**src/rtl/mul_unit.sv**
```systemverilog
`default_nettype none
// ============================================================================
// Module   : mul_unit
// Purpose  : Iterative 32x32 multiply/multiply-accumulate unit with optional
//            restoring divider (enabled by macro MUL_UNIT_DIV_EN).
// Revision : 1.0
// ============================================================================
module mul_unit (
    input  logic        clk,
    input  logic        rst,
    input  logic        start,
    input  logic [2:0]  op,
    input  logic [31:0] src_a,
    input  logic [31:0] src_b,
    output logic        busy,
    output logic        done,
    output logic        wb_enable,
    output logic [1:0]  wb_mul,
    output logic [31:0] wb_data_1,
    output logic [31:0] wb_data_2
);
    typedef enum logic [1:0] {
        S_IDLE = 2'd0,
        S_RUN  = 2'd1,
        S_DONE = 2'd2
    } state_t;

    state_t      r_state, w_next_state;
    logic [4:0]  r_count;
    logic        r_legal, r_accum, r_neg_q;
    logic [31:0] r_m, r_hi, r_lo, r_wb_lo, r_wb_hi;
    logic        w_legal, w_signed, w_accum, w_accept;
    logic [31:0] w_mag_a, w_mag_b, w_step_hi, w_step_lo, w_res_lo, w_res_hi;
    logic [32:0] w_sum;
    logic [63:0] w_prod, w_signed_prod;
`ifdef MUL_UNIT_DIV_EN
    logic        r_div, r_div_zero, r_neg_r, w_div, w_ge;
    logic [32:0] w_rem_shift;
    logic [31:0] w_rem_diff;
`endif

    always_comb begin
        w_legal  = 1'b0;
        w_signed = 1'b0;
        w_accum  = 1'b0;
`ifdef MUL_UNIT_DIV_EN
        w_div    = 1'b0;
`endif
        case (op)
            3'd0: begin w_legal = 1'b1; w_signed = 1'b1; end
            3'd1: w_legal = 1'b1;
            3'd2: begin w_legal = 1'b1; w_signed = 1'b1; w_accum = 1'b1; end
            3'd3: begin w_legal = 1'b1; w_accum = 1'b1; end
`ifdef MUL_UNIT_DIV_EN
            3'd4: begin w_legal = 1'b1; w_signed = 1'b1; w_div = 1'b1; end
            3'd5: begin w_legal = 1'b1; w_div = 1'b1; end
`endif
            default: ;
        endcase
    end

    assign w_accept = (r_state == S_IDLE) && start;
    assign w_mag_a  = (w_signed && src_a[31]) ? (32'd0 - src_a) : src_a;
    assign w_mag_b  = (w_signed && src_b[31]) ? (32'd0 - src_b) : src_b;

    // Shift-add step: {hi,lo} holds partial product above the unconsumed multiplier bits.
    assign w_sum = {1'b0, r_hi} + (r_lo[0] ? {1'b0, r_m} : 33'd0);

`ifdef MUL_UNIT_DIV_EN
    assign w_rem_shift = {r_hi, r_lo[31]};
    assign w_ge        = (w_rem_shift >= {1'b0, r_m});
    assign w_rem_diff  = w_rem_shift[31:0] - r_m;

    always_comb begin
        w_step_hi = w_sum[32:1];
        w_step_lo = {w_sum[0], r_lo[31:1]};
        if (r_div) begin
            w_step_hi = w_ge ? w_rem_diff : w_rem_shift[31:0];
            w_step_lo = {r_lo[30:0], w_ge};
        end
    end
`else
    assign w_step_hi = w_sum[32:1];
    assign w_step_lo = {w_sum[0], r_lo[31:1]};
`endif

    assign w_prod = {w_step_hi, w_step_lo};

    always_comb begin
        w_signed_prod = r_neg_q ? (64'd0 - w_prod) : w_prod;
        w_res_hi      = w_signed_prod[63:32];
        w_res_lo      = w_signed_prod[31:0];
`ifdef MUL_UNIT_DIV_EN
        // Divide by zero leaves |a| in the remainder, so only the quotient is forced.
        if (r_div) begin
            w_res_lo = r_div_zero ? 32'hFFFF_FFFF
                                  : (r_neg_q ? (32'd0 - w_step_lo) : w_step_lo);
            w_res_hi = r_neg_r ? (32'd0 - w_step_hi) : w_step_hi;
        end
`endif
    end

    always_ff @(posedge clk) begin
        if (rst) r_state <= S_IDLE;
        else     r_state <= w_next_state;
    end

    always_comb begin
        w_next_state = r_state;
        case (r_state)
            S_IDLE:  if (start) w_next_state = w_legal ? S_RUN : S_DONE;
            S_RUN:   if (r_count == 5'd31) w_next_state = S_DONE;
            S_DONE:  w_next_state = S_IDLE;
            default: w_next_state = S_IDLE;
        endcase
    end

    always_ff @(posedge clk) begin
        if (rst) begin
            r_count    <= 5'd0;
            r_legal    <= 1'b0;
            r_accum    <= 1'b0;
            r_neg_q    <= 1'b0;
            r_m        <= 32'd0;
            r_hi       <= 32'd0;
            r_lo       <= 32'd0;
            r_wb_lo    <= 32'd0;
            r_wb_hi    <= 32'd0;
`ifdef MUL_UNIT_DIV_EN
            r_div      <= 1'b0;
            r_div_zero <= 1'b0;
            r_neg_r    <= 1'b0;
`endif
        end else if (w_accept) begin
            r_count <= 5'd0;
            r_legal <= w_legal;
            r_accum <= w_accum;
            r_neg_q <= w_signed & (src_a[31] ^ src_b[31]);
            r_hi    <= 32'd0;
`ifdef MUL_UNIT_DIV_EN
            r_div      <= w_div;
            r_div_zero <= (src_b == 32'd0);
            r_neg_r    <= w_signed & src_a[31];
            if (w_div) begin
                r_m  <= w_mag_b;
                r_lo <= w_mag_a;
            end else
`endif
            begin
                r_m  <= w_mag_a;
                r_lo <= w_mag_b;
            end
        end else if (r_state == S_RUN) begin
            r_count <= r_count + 5'd1;
            r_hi    <= w_step_hi;
            r_lo    <= w_step_lo;
            if (r_count == 5'd31) begin
                r_wb_lo <= w_res_lo;
                r_wb_hi <= w_res_hi;
            end
        end
    end

    always_comb begin
        busy      = (r_state != S_IDLE);
        done      = (r_state == S_DONE);
        wb_enable = done && r_legal;
        wb_mul    = (done && r_legal) ? (r_accum ? 2'd2 : 2'd1) : 2'd0;
        wb_data_1 = r_wb_lo;
        wb_data_2 = r_wb_hi;
    end
endmodule
`default_nettype wire

```
**config.mk**
```make
export PLATFORM = sky130hd
export DESIGN_NAME = mul_unit
export DESIGN_NICKNAME = d
export VERILOG_FILES = /design/src/rtl/mul_unit.sv
export SDC_FILE = /design/constraint.sdc
export NUM_CORES = 1
export LEC_CHECK = 0
export CAP_MARGIN = 10
export CORE_ASPECT_RATIO = 1.5
export CORE_MARGIN = 2
export CORE_UTILIZATION = 57
export DETAILED_ROUTE_END_ITERATION = 10
export HOLD_SLACK_MARGIN = 0.03
export PLACE_DENSITY = 0.86
export SLEW_MARGIN = 20
export SYNTH_ARGS = -nofsm -noshare
export SYNTH_HDL_FRONTEND = slang
export SYNTH_SLANG_ARGS = --single-unit
```
**constraint.sdc**
```tcl
create_clock -name clk -period 4.9 [get_ports clk]
set_input_delay 1.225 -clock clk [delete_from_list [all_inputs] [get_ports clk]]
set_output_delay 1.225 -clock clk [all_outputs]
set_load 0.01 [all_outputs]
```
==> results by stage <==
CTS:
- The clock passes through at most 2 buffers.
- TritonCTS created 17 clock buffers.
- TritonCTS built the clock tree.
- The number of clock sinks is 170.
- The count of hold-fix buffers inserted at cts is 0.
- The H-tree generated during clock tree synthesis spans 4 levels.
- The clock transition at the registers of the reported paths is 0.07 ns.
- At the later pin of the worst-skew pair, clock insertion delay measures 0.44 ns.
- The cell sitting at the root of the clock tree is a clkbuf_16.
- The number of setup buffers added after CTS is 0.
- The number of gates given a new drive strength after cts is 0.

STA:
- The shortest clock period the worst path allows after layout is 4.423 ns.
- The actual transition at the worst max-transition pin is 1.040 ns.
- Setup violations remaining at the end of the flow were counted as 0.
- The count of pins over their slew limit is 0.
- The highest clock rate is 226.1 MHz.
- The final setup TNS is 0 ns.
- The post-route fraction of the period consumed by the critical path is 0.9027.
- Headroom to the max-slew limit came out at 0.3070.
- Setup repair after global routing left no endpoint under its margin.
- The worst clock skew is 0.01516 ns.
- The number of failing hold endpoints at the final stage is 0.

Route:
- The number of design-rule violations left by the first detailed-router iteration is 694.
- For this block, the routed nets add up to 34,340 um of wire.
- The number of DRC violations after detailed routing is 0.
- The total via count in the routed design is 11,497.
- After detailed routing, the number of vias per cell comes to 6.310.
- The remaining antenna violation count after routing is 0.
- After detailed routing, the average wire length per cell comes to 18.85 um.
- The first detailed-routing pass took 6 iterations.

Pwr:
- The power density relative to cell area is 256.9 nW/um2.
- The worst-case IR drop observed on VDD is 0.0002031 V.
- The leakage power of the design is 4.808 nW.

Global routing:
- The number of antenna violations at the first check in global routing came to 0.
- The global-route total usage across every layer is 0.3219.
- The first global-routing pass estimated 54,010 um of wire.
- The maximum number of pins on one net before global-route repair is 101.
- The final global-route overflow total is 0.
- The number of global-route vias before repair is 11,180.

Setup path:
- The critical path capture point type is a flop.
- The path type of the worst setup path is flop to flop.
- The kind of cell adding the most delay to the critical path is compound AO/OA/AOI/OAI gates.
- The kind of start point of the critical path is a flop.
- On the worst path, the slowest cell contributes a delay of 0.66 ns.
- At the worst endpoint, the required time is 5.24 ns.
- The highest fanout seen on the critical path is 17.
- The slowest cell on the critical path is or4_1.
- Traced cell by cell, the critical path runs through buf_12 > and2_1 > ha_1 > o211ai_1 > o21ai_1 > a21oi_1 > o41ai_1 > xor2_1 > or4_1 > a2111oi_1 > a41oi_1 > xnor2_1 > a211oi_1.
- The arrival time of the worst setup path is 4.76 ns.
- The number of buffer and inverter stages on the critical path is 1.

Logic synthesis:
- Synthesis inferred 170 register bits.
- After synthesis, the netlist uses 83 different library cells.
- The synthesized instance count is 1,464.
- The fraction of the yosys area taken by sequential cells is 0.3034.
- The post-synth net total is 1,572.
- The cell area that synthesis handed to floorplanning was 11,220 um2.
- The number of synthesized flops with an enable pin is 0.
- Each instance of the synthesized netlist takes up on average 7.663 um2.
- In the synthesized netlist the dominant register cell turns out to be dfxtp_1.
- The yosys synthesis warning count is 0.
- Counting flops with an async set or reset pin after synthesis yields a share of 0.

Floorplan:
- The core box area is 19,240 um2.
- 139 I/O pins were placed.
- The width of the die is 118.5 um.
- The initial core utilization is 0.5831.
- The chip height is 175.8 um.
- The total die area is 20,840 um2.
- The number of placement rows is 62.

Place:
- The HPWL after detailed placement is 25,490 um.
- In this run the tool buffered the top-level ports with 138 buffer cells.
- The final weighted congestion of routability-driven global placement is 0.9476.

Worst hold path:
- The path category of the worst min-delay check is flop to flop.

Layout:
- The final-layout fill cell count is 1,620.
- From synthesis to final layout, the design area changed by 19.36%.
- The share of layout cells above drive strength 1 is 0.05747.
- The repair_antennas step left the layout with diodes totalling 0.
- The final layout contains 1,661 nets.
- Measured on the finished design, the core utilization comes to 0.6960.

Status:
- The run finished with clean final reports.

Job:
- Max-cap violations in this run came to 0.
-- area by class of cell --
class | instances | area, um2 | area share
Sequential cell | 170 | 3405 | 0.2543
Timing Repair Buffer | 165 | 1594 | 0.1190
Tap cell | 256 | 320.3 | 0.02392
Clock buffer | 19 | 442.9 | 0.03308
Inverter | 21 | 78.83 | 0.005887
Clock inverter | 13 | 155.1 | 0.01159
Multi-Input combinational cell | 1178 | 7395 | 0.5522
-- state kept, by name (all words and copies together) (netlist names) --
register	count
r_m	32
r_count	5
r_state	2
r_legal	1
r_hi	32
wb_data_1	32
wb_data_2	32
r_neg_q	1
r_accum	1
r_lo	32
-- path summary, 6_finish.rpt --
check	from	to	slack (ns)	cells past startpoint
hold reg to reg	wb_data_2[0]	wb_data_2[0]	0.46	2
setup / recovery	r_lo[0]	wb_data_2[29]	0.48	13
setup reg to reg	r_lo[0]	wb_data_2[29]	0.48	13
hold / removal	wb_data_2[0]	wb_data_2[0]	0.46	2
-- through the flow --
step / cells / instance area [um2] / power, mW / setup WS, ns / hold slack, ns
after floorplan: 1464 / 11220 / 1.862 / 0.8332 / 0.4317
after CTS: 1822 / 13390 / 3.428 / 0.4918 / 0.4568
final: 1822 / 13390 / 3.440 / 0.4766 / 0.4553
after global routing: 1822 / 13390 / 3.546 / 0.1167 / 0.4737
after global placement: 1790 / 12790 / 2.052 / 0.5376 / 0.4412
after detailed placement: 1790 / 12790 / 2.066 / 0.4398 / 0.4476
-- cells in the final DEF, fill, tap and decap left out, drive strengths merged, types with 5 or more instances in the layout --
cell | Yosys | routed
a211oi | 92 | 92
a21o | 18 | 18
a21oi | 87 | 87
a311oi | 43 | 43
a31oi | 14 | 14
and2 | 48 | 48
and3 | 9 | 9
buf | 20 | 28
clkbuf | 75 | 19
clkdlybuf4s50 | 0 | 137
clkinv | 1 | 5
dfxtp | 170 | 170
ha | 37 | 37
inv | 20 | 27
nand2 | 192 | 192
nand2b | 6 | 6
nand3 | 16 | 16
nand4 | 11 | 11
nor2 | 189 | 189
nor2b | 9 | 9
nor3 | 26 | 26
nor4 | 13 | 13
o21a | 5 | 5
o21ai | 66 | 66
o31ai | 23 | 23
o41ai | 13 | 13
or2 | 7 | 7
or3 | 29 | 29
or4 | 15 | 15
xnor2 | 42 | 42
xor2 | 92 | 92
-- tightest hold or removal path, delay by kind of cell, from the launching register on --
kind	cells	cell delay, ns
flip-flops	1	0.31
AND/OR/NAND/NOR	1	0.05
AO/OA/AOI/OAI	1	0.05
-- synthesized netlist by cell type (3+ instances only) --
library cell / count / area [um2]
nor2b_1: 9 / 56.30
o22ai_1: 3 / 18.77
nand4_1: 11 / 68.82
buf_1: 17 / 63.81
a311oi_1: 43 / 376.6
a41oi_1: 3 / 26.28
o31ai_1: 23 / 172.7
ha_1: 37 / 462.9
a31oi_1: 14 / 87.58
a2111oi_0: 3 / 26.28
buf_2: 3 / 15.01
o21ai_0: 63 / 315.3
o211ai_1: 3 / 22.52
nor4_1: 10 / 62.56
xnor2_1: 42 / 367.9
or2_2: 6 / 37.54
dfxtp_1: 170 / 3403
a211oi_1: 92 / 690.7
a21oi_1: 87 / 435.4
o41ai_1: 12 / 105.1
nor3_1: 25 / 125.1
nand3b_1: 3 / 22.52
a21o_1: 18 / 135.1
a311o_1: 4 / 40.04
o21bai_1: 4 / 30.03
or3_1: 28 / 175.2
nand3_1: 16 / 80.08
clkbuf_1: 75 / 281.5
and2_1: 47 / 294.0
o21a_1: 5 / 37.54
inv_1: 20 / 75.07
nand2_1: 191 / 716.9
a22oi_1: 4 / 30.03
o21ai_1: 3 / 15.01
or4_1: 13 / 97.59
nor2_1: 188 / 705.7
and4_1: 4 / 35.03
nand2b_1: 6 / 37.54
xor2_1: 92 / 805.8
and3_1: 9 / 56.30
-- routing by layer --
metal	routed length, um	track usage	vias up
met5	0	0	-
met3	1408	0.04513	189
met2	17720	0.6001	462
met1	12210	0.3109	5348
met4	3001	0.2619	0
li1	-	-	5498
-- report_power, final --
part	total, mW	switching (mW)	leakage [nW]	internal [mW]
clock network	1.39	0.612	0.296	0.780
logic	0.532	0.317	3.13	0.214
registers	1.52	0.0766	1.39	1.44
-- cells by family (layout without fill, tap and decap cells) --
| family | Yosys count | count (layout) | share of synthesized area |
|---|---|---|---|
| adder cells (fa/ha/maj) | 38 | 38 | 0.04305 |
| AO/OA/AOI/OAI | 412 | 412 | 0.2533 |
| buffers and inverters | 116 | 218 | 0.03915 |
| multiplexers | 4 | 4 | 0.003792 |
| flip-flops | 170 | 170 | 0.3034 |
| XOR/XNOR | 134 | 134 | 0.1046 |
| AND/OR/NAND/NOR | 590 | 590 | 0.2527 |
(Power assumes the default switching activity.)
==> patch 1: new RTL, same flow settings <==
Encoding of `state_t`: now one-hot (3 bits for 3 states).
--- a/src/rtl/mul_unit.sv
+++ b/src/rtl/mul_unit.sv
@@ -21,6 +21,6 @@
 );
-    typedef enum logic [1:0] {
-        S_IDLE = 2'd0,
-        S_RUN  = 2'd1,
-        S_DONE = 2'd2
+    typedef enum logic [2:0] {
+        S_IDLE = 3'b001,
+        S_RUN  = 3'b010,
+        S_DONE = 3'b100
     } state_t;
Check against the original RTL: same outputs for any inputs over 10 cycles, from zero or initial values and one cycle with rst high; not proved beyond that.
==> patch 1 against the unedited design <==
  * First-iteration DRC count grew 4.8%
  * Sequential cell count grew 1
  * Sequential share of layout area grew 0.30 points
  * Non-clock buffer count shrank 9
  * Via count shrank 4.1%
  * Design area shrank 0.57%
  * Power shrank 3.2%
  * Worst setup slack gained 0.030 ns
  * Final cell count shrank 0.49%
  * Routed wire length shrank 4.7%
  * Global-route usage shrank 0.81 points
  * Synthesized area grew 0.90%
  * Clock skew shrank 0.0023 ns
  * Critical path type unchanged
  * Critical endpoint is now wb_data_2[22]
  * Largest cell class unchanged
==> patch 1: results (changes against the unedited design) <==
[power_and_ir_drop]
comb_power_share_pct = 14.1  ; -1.4 points
p_sw_share_pct = 27.38  ; -1.9 points
ir_drop_v = 0.0001731  ; -15%
p_leak_nw = 4.861  ; +1.1%
pg_clk_w = 0.00135  ; -3%

[detailed_routing]
wl_met2_um = 17300  ; -2.3%
wl_met3_um = 1317  ; -6.5%
wire_per_inst_um = 18.06  ; -4.2%
drt_iter0_markers = 727  ; +4.8%
drtPass1Iterations = 5  ; -1
vias = 11020  ; -4.1%

[run_status]
status = completed

[place]
post-place-cells = 1782  ; -0.45%
place.detailed.hpwl_um = 24210  ; -5.0%
gp_congestion = 0.9704  ; +2.4%
place_area_um2 = 12740  ; -0.40%

[sta]
clock_skew_ns = 0.01291  ; -0.002254 ns
tightest_slew_ns = 0.9584  ; -0.08121 ns

[synthesis]
ys_types = 101  ; +22%
synth_top_cells_by_count = nand2_1 (216), dfxtp_1 (171), nor2_1 (168)
ys_seq_area_share_pct = 30.24  ; -0.095 points
syn_area_per_cell_um2 = 7.769  ; +1.4%
synthTopCellsByArea = dfxtp_1 (30%), nand2_1 (7.2%), xor2_1 (6.5%), nor2_1 (5.6%), a211oi_1 (5.5%)

[worst_setup_path]
critical_path.max_stage_delay_ns = 0.75  ; +0.09 ns
cp_max_fo = 18  ; +1

[finish]
antenna_cells = 0  ; unchanged
utilization_pct = 67.83  ; -1.8 points
drive_gt1_share_pct = 6.632  ; +0.89 points
final_cells = 1813  ; -0.49%

[grt]
antenna_found_initial = 0  ; unchanged
grt_usage_pct = 31.38  ; -0.81 points
grt_first_pass_wirelength_um = 52830  ; -2.2%
grt_max_degree = 81  ; -20%

patch 1: cell count changes after synthesis, sizes merged, moves of 7 or more:
cell,change
nand2,+25
nor2,-21
a21oi,+13
xor2,-8
a211oi,-7
or4,-7
patch 1: final timing paths:
kind,to,start,depth (start not counted),slack (ns)
max reg2reg,wb_data_2[22],r_lo[0],13,0.51
min reg2reg,wb_data_1[0],wb_data_1[0],2,0.46
max,wb_data_2[22],r_lo[0],13,0.51
min,wb_data_1[0],wb_data_1[0],2,0.46
patch 1: cell type report:
class / count / area (µm²)
Sequential cell: 171 / 3425
Clock buffer: 20 / 456.7
Timing Repair Buffer: 156 / 1514
Tap cell: 260 / 325.3
Clock inverter: 11 / 118.9
Multi-Input combinational cell: 1173 / 7392
Fill cell: 1580 / 6314
Inverter: 22 / 82.58
patch 1: through the flow:
stage | setup WS [ns] | total power [W]
after floorplan | 0.9869 | 0.001832
after global placement | 0.5714 | 0.001995
after detailed placement | 0.4837 | 0.002004
after CTS | 0.6053 | 0.003333
after global routing | 0.3126 | 0.003452
final | 0.5069 | 0.003330
patch 1: metal layers:
layer | GRT usage (%) | vias up
met2 | 57.90 | 322
met1 | 32.90 | 5199
li1 | - | 5390
met4 | 19.99 | 0
met3 | 4.813 | 109
met5 | 0 | -
patch 1: kinds of logic (layout without fill, tap and decap cells):
logic type | count (synthesis) | in the layout | synth area share (%)
adder cells (fa/ha/maj) | 38 | 38 | 4.267
flip-flops | 171 | 171 | 30.24
multiplexers | 4 | 4 | 0.3537
AO/OA/AOI/OAI | 406 | 406 | 25.28
buffers and inverters | 113 | 209 | 4.598
XOR/XNOR | 131 | 131 | 10.14
AND/OR/NAND/NOR | 594 | 594 | 25.12
==> patch 2: new RTL, same flow settings <==
Without the edit above. Add a define of `MUL_UNIT_DIV_EN`.
--- a/src/rtl/mul_unit.sv
+++ b/src/rtl/mul_unit.sv
@@ -7,2 +7,4 @@
 // ============================================================================
+`define MUL_UNIT_DIV_EN
+
 module mul_unit (
Check against the original RTL: not equivalent (Yosys sat finds a counterexample within 4 cycles, from zero or initial values and one cycle with rst high).
==> patch 2 against the unedited design <==
  * Count of clock-buffer cells in the layout up 3
  * Final cell count up 43%
  * Sequential cell count up 3
  * Worst setup slack worse by 0.36 ns
  * Synthesized area up 35%
  * Power up 39%
  * Routed wire length up 75%
  * The flow now finishes with violations (DRC)
  * Design area up 33%
==> patch 2: results (changes against the unedited design) <==
[place]
gp_congestion = 1.062  ; +12%
place.detailed.hpwl_um = 45670  ; +79%
io_buffers = 138  ; unchanged
post-place-cells = 2579  ; +44%
place_area_um2 = 17200  ; +34%
post-place-ws_ns = 0.2243  ; -0.2155 ns

[detailed_routing]
drtPass1Iterations = 9  ; +3
routed_wl_um = 60070  ; +75%
drt_iter0_markers = 1497  ; +120%
wire_per_inst_um = 23.00  ; +22%
vias = 17003  ; +48%
drc = 1  ; +1

[worst_setup_path]
rrSetupSlack_ns = 0.11  ; -0.36 ns
reg2reg_depth = 17  ; +4
r2r_start = r_hi[3]
cp_max_fo = 12  ; -5
r2r_end = wb_data_2[23]

[worst_hold_path]
min_to = wb_data_2[14]
worstHoldStart = wb_data_2[14]
hold_depth = 2  ; unchanged
hold_path_class = flop to flop

[synthesis]
synthFlopType = dfxtp_1
ys_types = 97  ; +17%
synthTopCellsByArea = dfxtp_1 (23%), nand2_1 (8.3%), a21oi_1 (6.8%), ha_1 (5.8%), nor2_1 (5.3%)
ys_seq_area_share_pct = 22.82  ; -7.5 points
synthCells = 2137  ; +46%
syn-num-nets = 2279  ; +45%
async_flop_share_pct = 0  ; unchanged
synth_top_cells_by_count = nand2_1 (336), nor2_1 (214), a21oi_1 (207)
synth_warnings = 0  ; unchanged

[clocking]
clock-root-buffer = clkbuf_16
clockBufferDepth = 2  ; unchanged
htree_levels = 4  ; unchanged
cts_inserted_buffers = 17  ; unchanged
clk_latency_ns = 0.46  ; +0.02 ns

[finish]
nNetsFinal = 2403  ; +45%
drive_gt1_share_pct = 8.927  ; +3.2 points

[power_and_ir_drop]
intPower_w = 0.002856  ; +17%
total_power_w = 0.004786  ; +39%
p_leak_nw = 6.786  ; +41%
pwr-share-clk_pct = 28.6  ; -12 points
power_frac_seq_pct = 32.4  ; -12 points
ir_drop_v = 0.0002953  ; +45%

[sta]
tightest_slew_ns = 1.169  ; +0.1296 ns
fin_ws_ns = 0.1130  ; -0.3636 ns
clock_skew_ns = 0.01093  ; -0.004236 ns
whs_ns = 0.4530  ; -0.002334 ns

[grt]
grt_pass1_vias = 16260  ; +45%
grt_max_degree = 95  ; -5.9%
grt_usage_pct = 42.90  ; +11 points
grt_first_pass_wirelength_um = 90390  ; +67%
antenna_found_initial = 1  ; +1

[run_status]
status = finished, violations left
violations = DRC

[patch 2: kinds of logic after synthesis]
logic type	synth area share, %
xor+xnor	8.657
buf+inv	5.310
mux	3.018
flops	22.82
compound gates	26.66
fa+ha+maj	6.035
simple gates	27.50
[patch 2: layer usage]
layer,share of wire (%),global-route usage (%)
met4,11,38.88
met3,7.4,9.598
met5,0.017,0
met1,34,44.03
met2,48,71.50
[patch 2: critical path: stages (launching register included)]
cell,delay (ns)
dfxtp_1,0.40
ha_1,0.47
nand4_1,0.24
nor4_1,0.53
nand4_1,0.27
o211ai_2,0.19
nor2_4,0.08
buf_4,0.21
o311ai_0,0.77
o32ai_2,0.25
buf_4,0.22
o211ai_1,0.13
buf_4,0.19
nor4_1,0.06
buf_4,0.15
o22ai_1,0.21
xnor2_1,0.11
a211oi_1,0.22
[patch 2: how the worst max path moves through the flow]
| stage | startpoint | to | cells past startpoint |
|---|---|---|---|
| 2_1_floorplan | r_div | wb_data_2[16] | 21 |
| 3_3_place_gp | r_lo[0] | wb_data_2[27] | 19 |
| 3_5_place_dp | r_lo[0] | wb_data_2[27] | 19 |
| 4_1_cts | r_lo[0] | wb_data_2[27] | 19 |
| 5_1_grt | r_m[6] | wb_data_2[16] | 21 |
| 6_report | r_hi[3] | wb_data_2[23] | 17 |
[patch 2: layout make-up]
type                            count  area, µm²
Inverter                           63      236.5
Antenna cell                        1      2.502
Clock buffer                       22      474.2
Clock inverter                     10      98.84
Fill cell                        2322       8482
Sequential cell                   173       3467
Tap cell                          337      421.7
Multi-Input combinational cell   1768      10980
Timing Repair Buffer              238       2142
[patch 2: timing repair]
| action | CTS | global route |
|---|---|---|
| endpoints found under the setup margin | 0 | 12 |
| resized for setup | 0 | 13 |
| setup buffers | 0 | 0 |
| endpoints found under the hold margin | 0 | 0 |
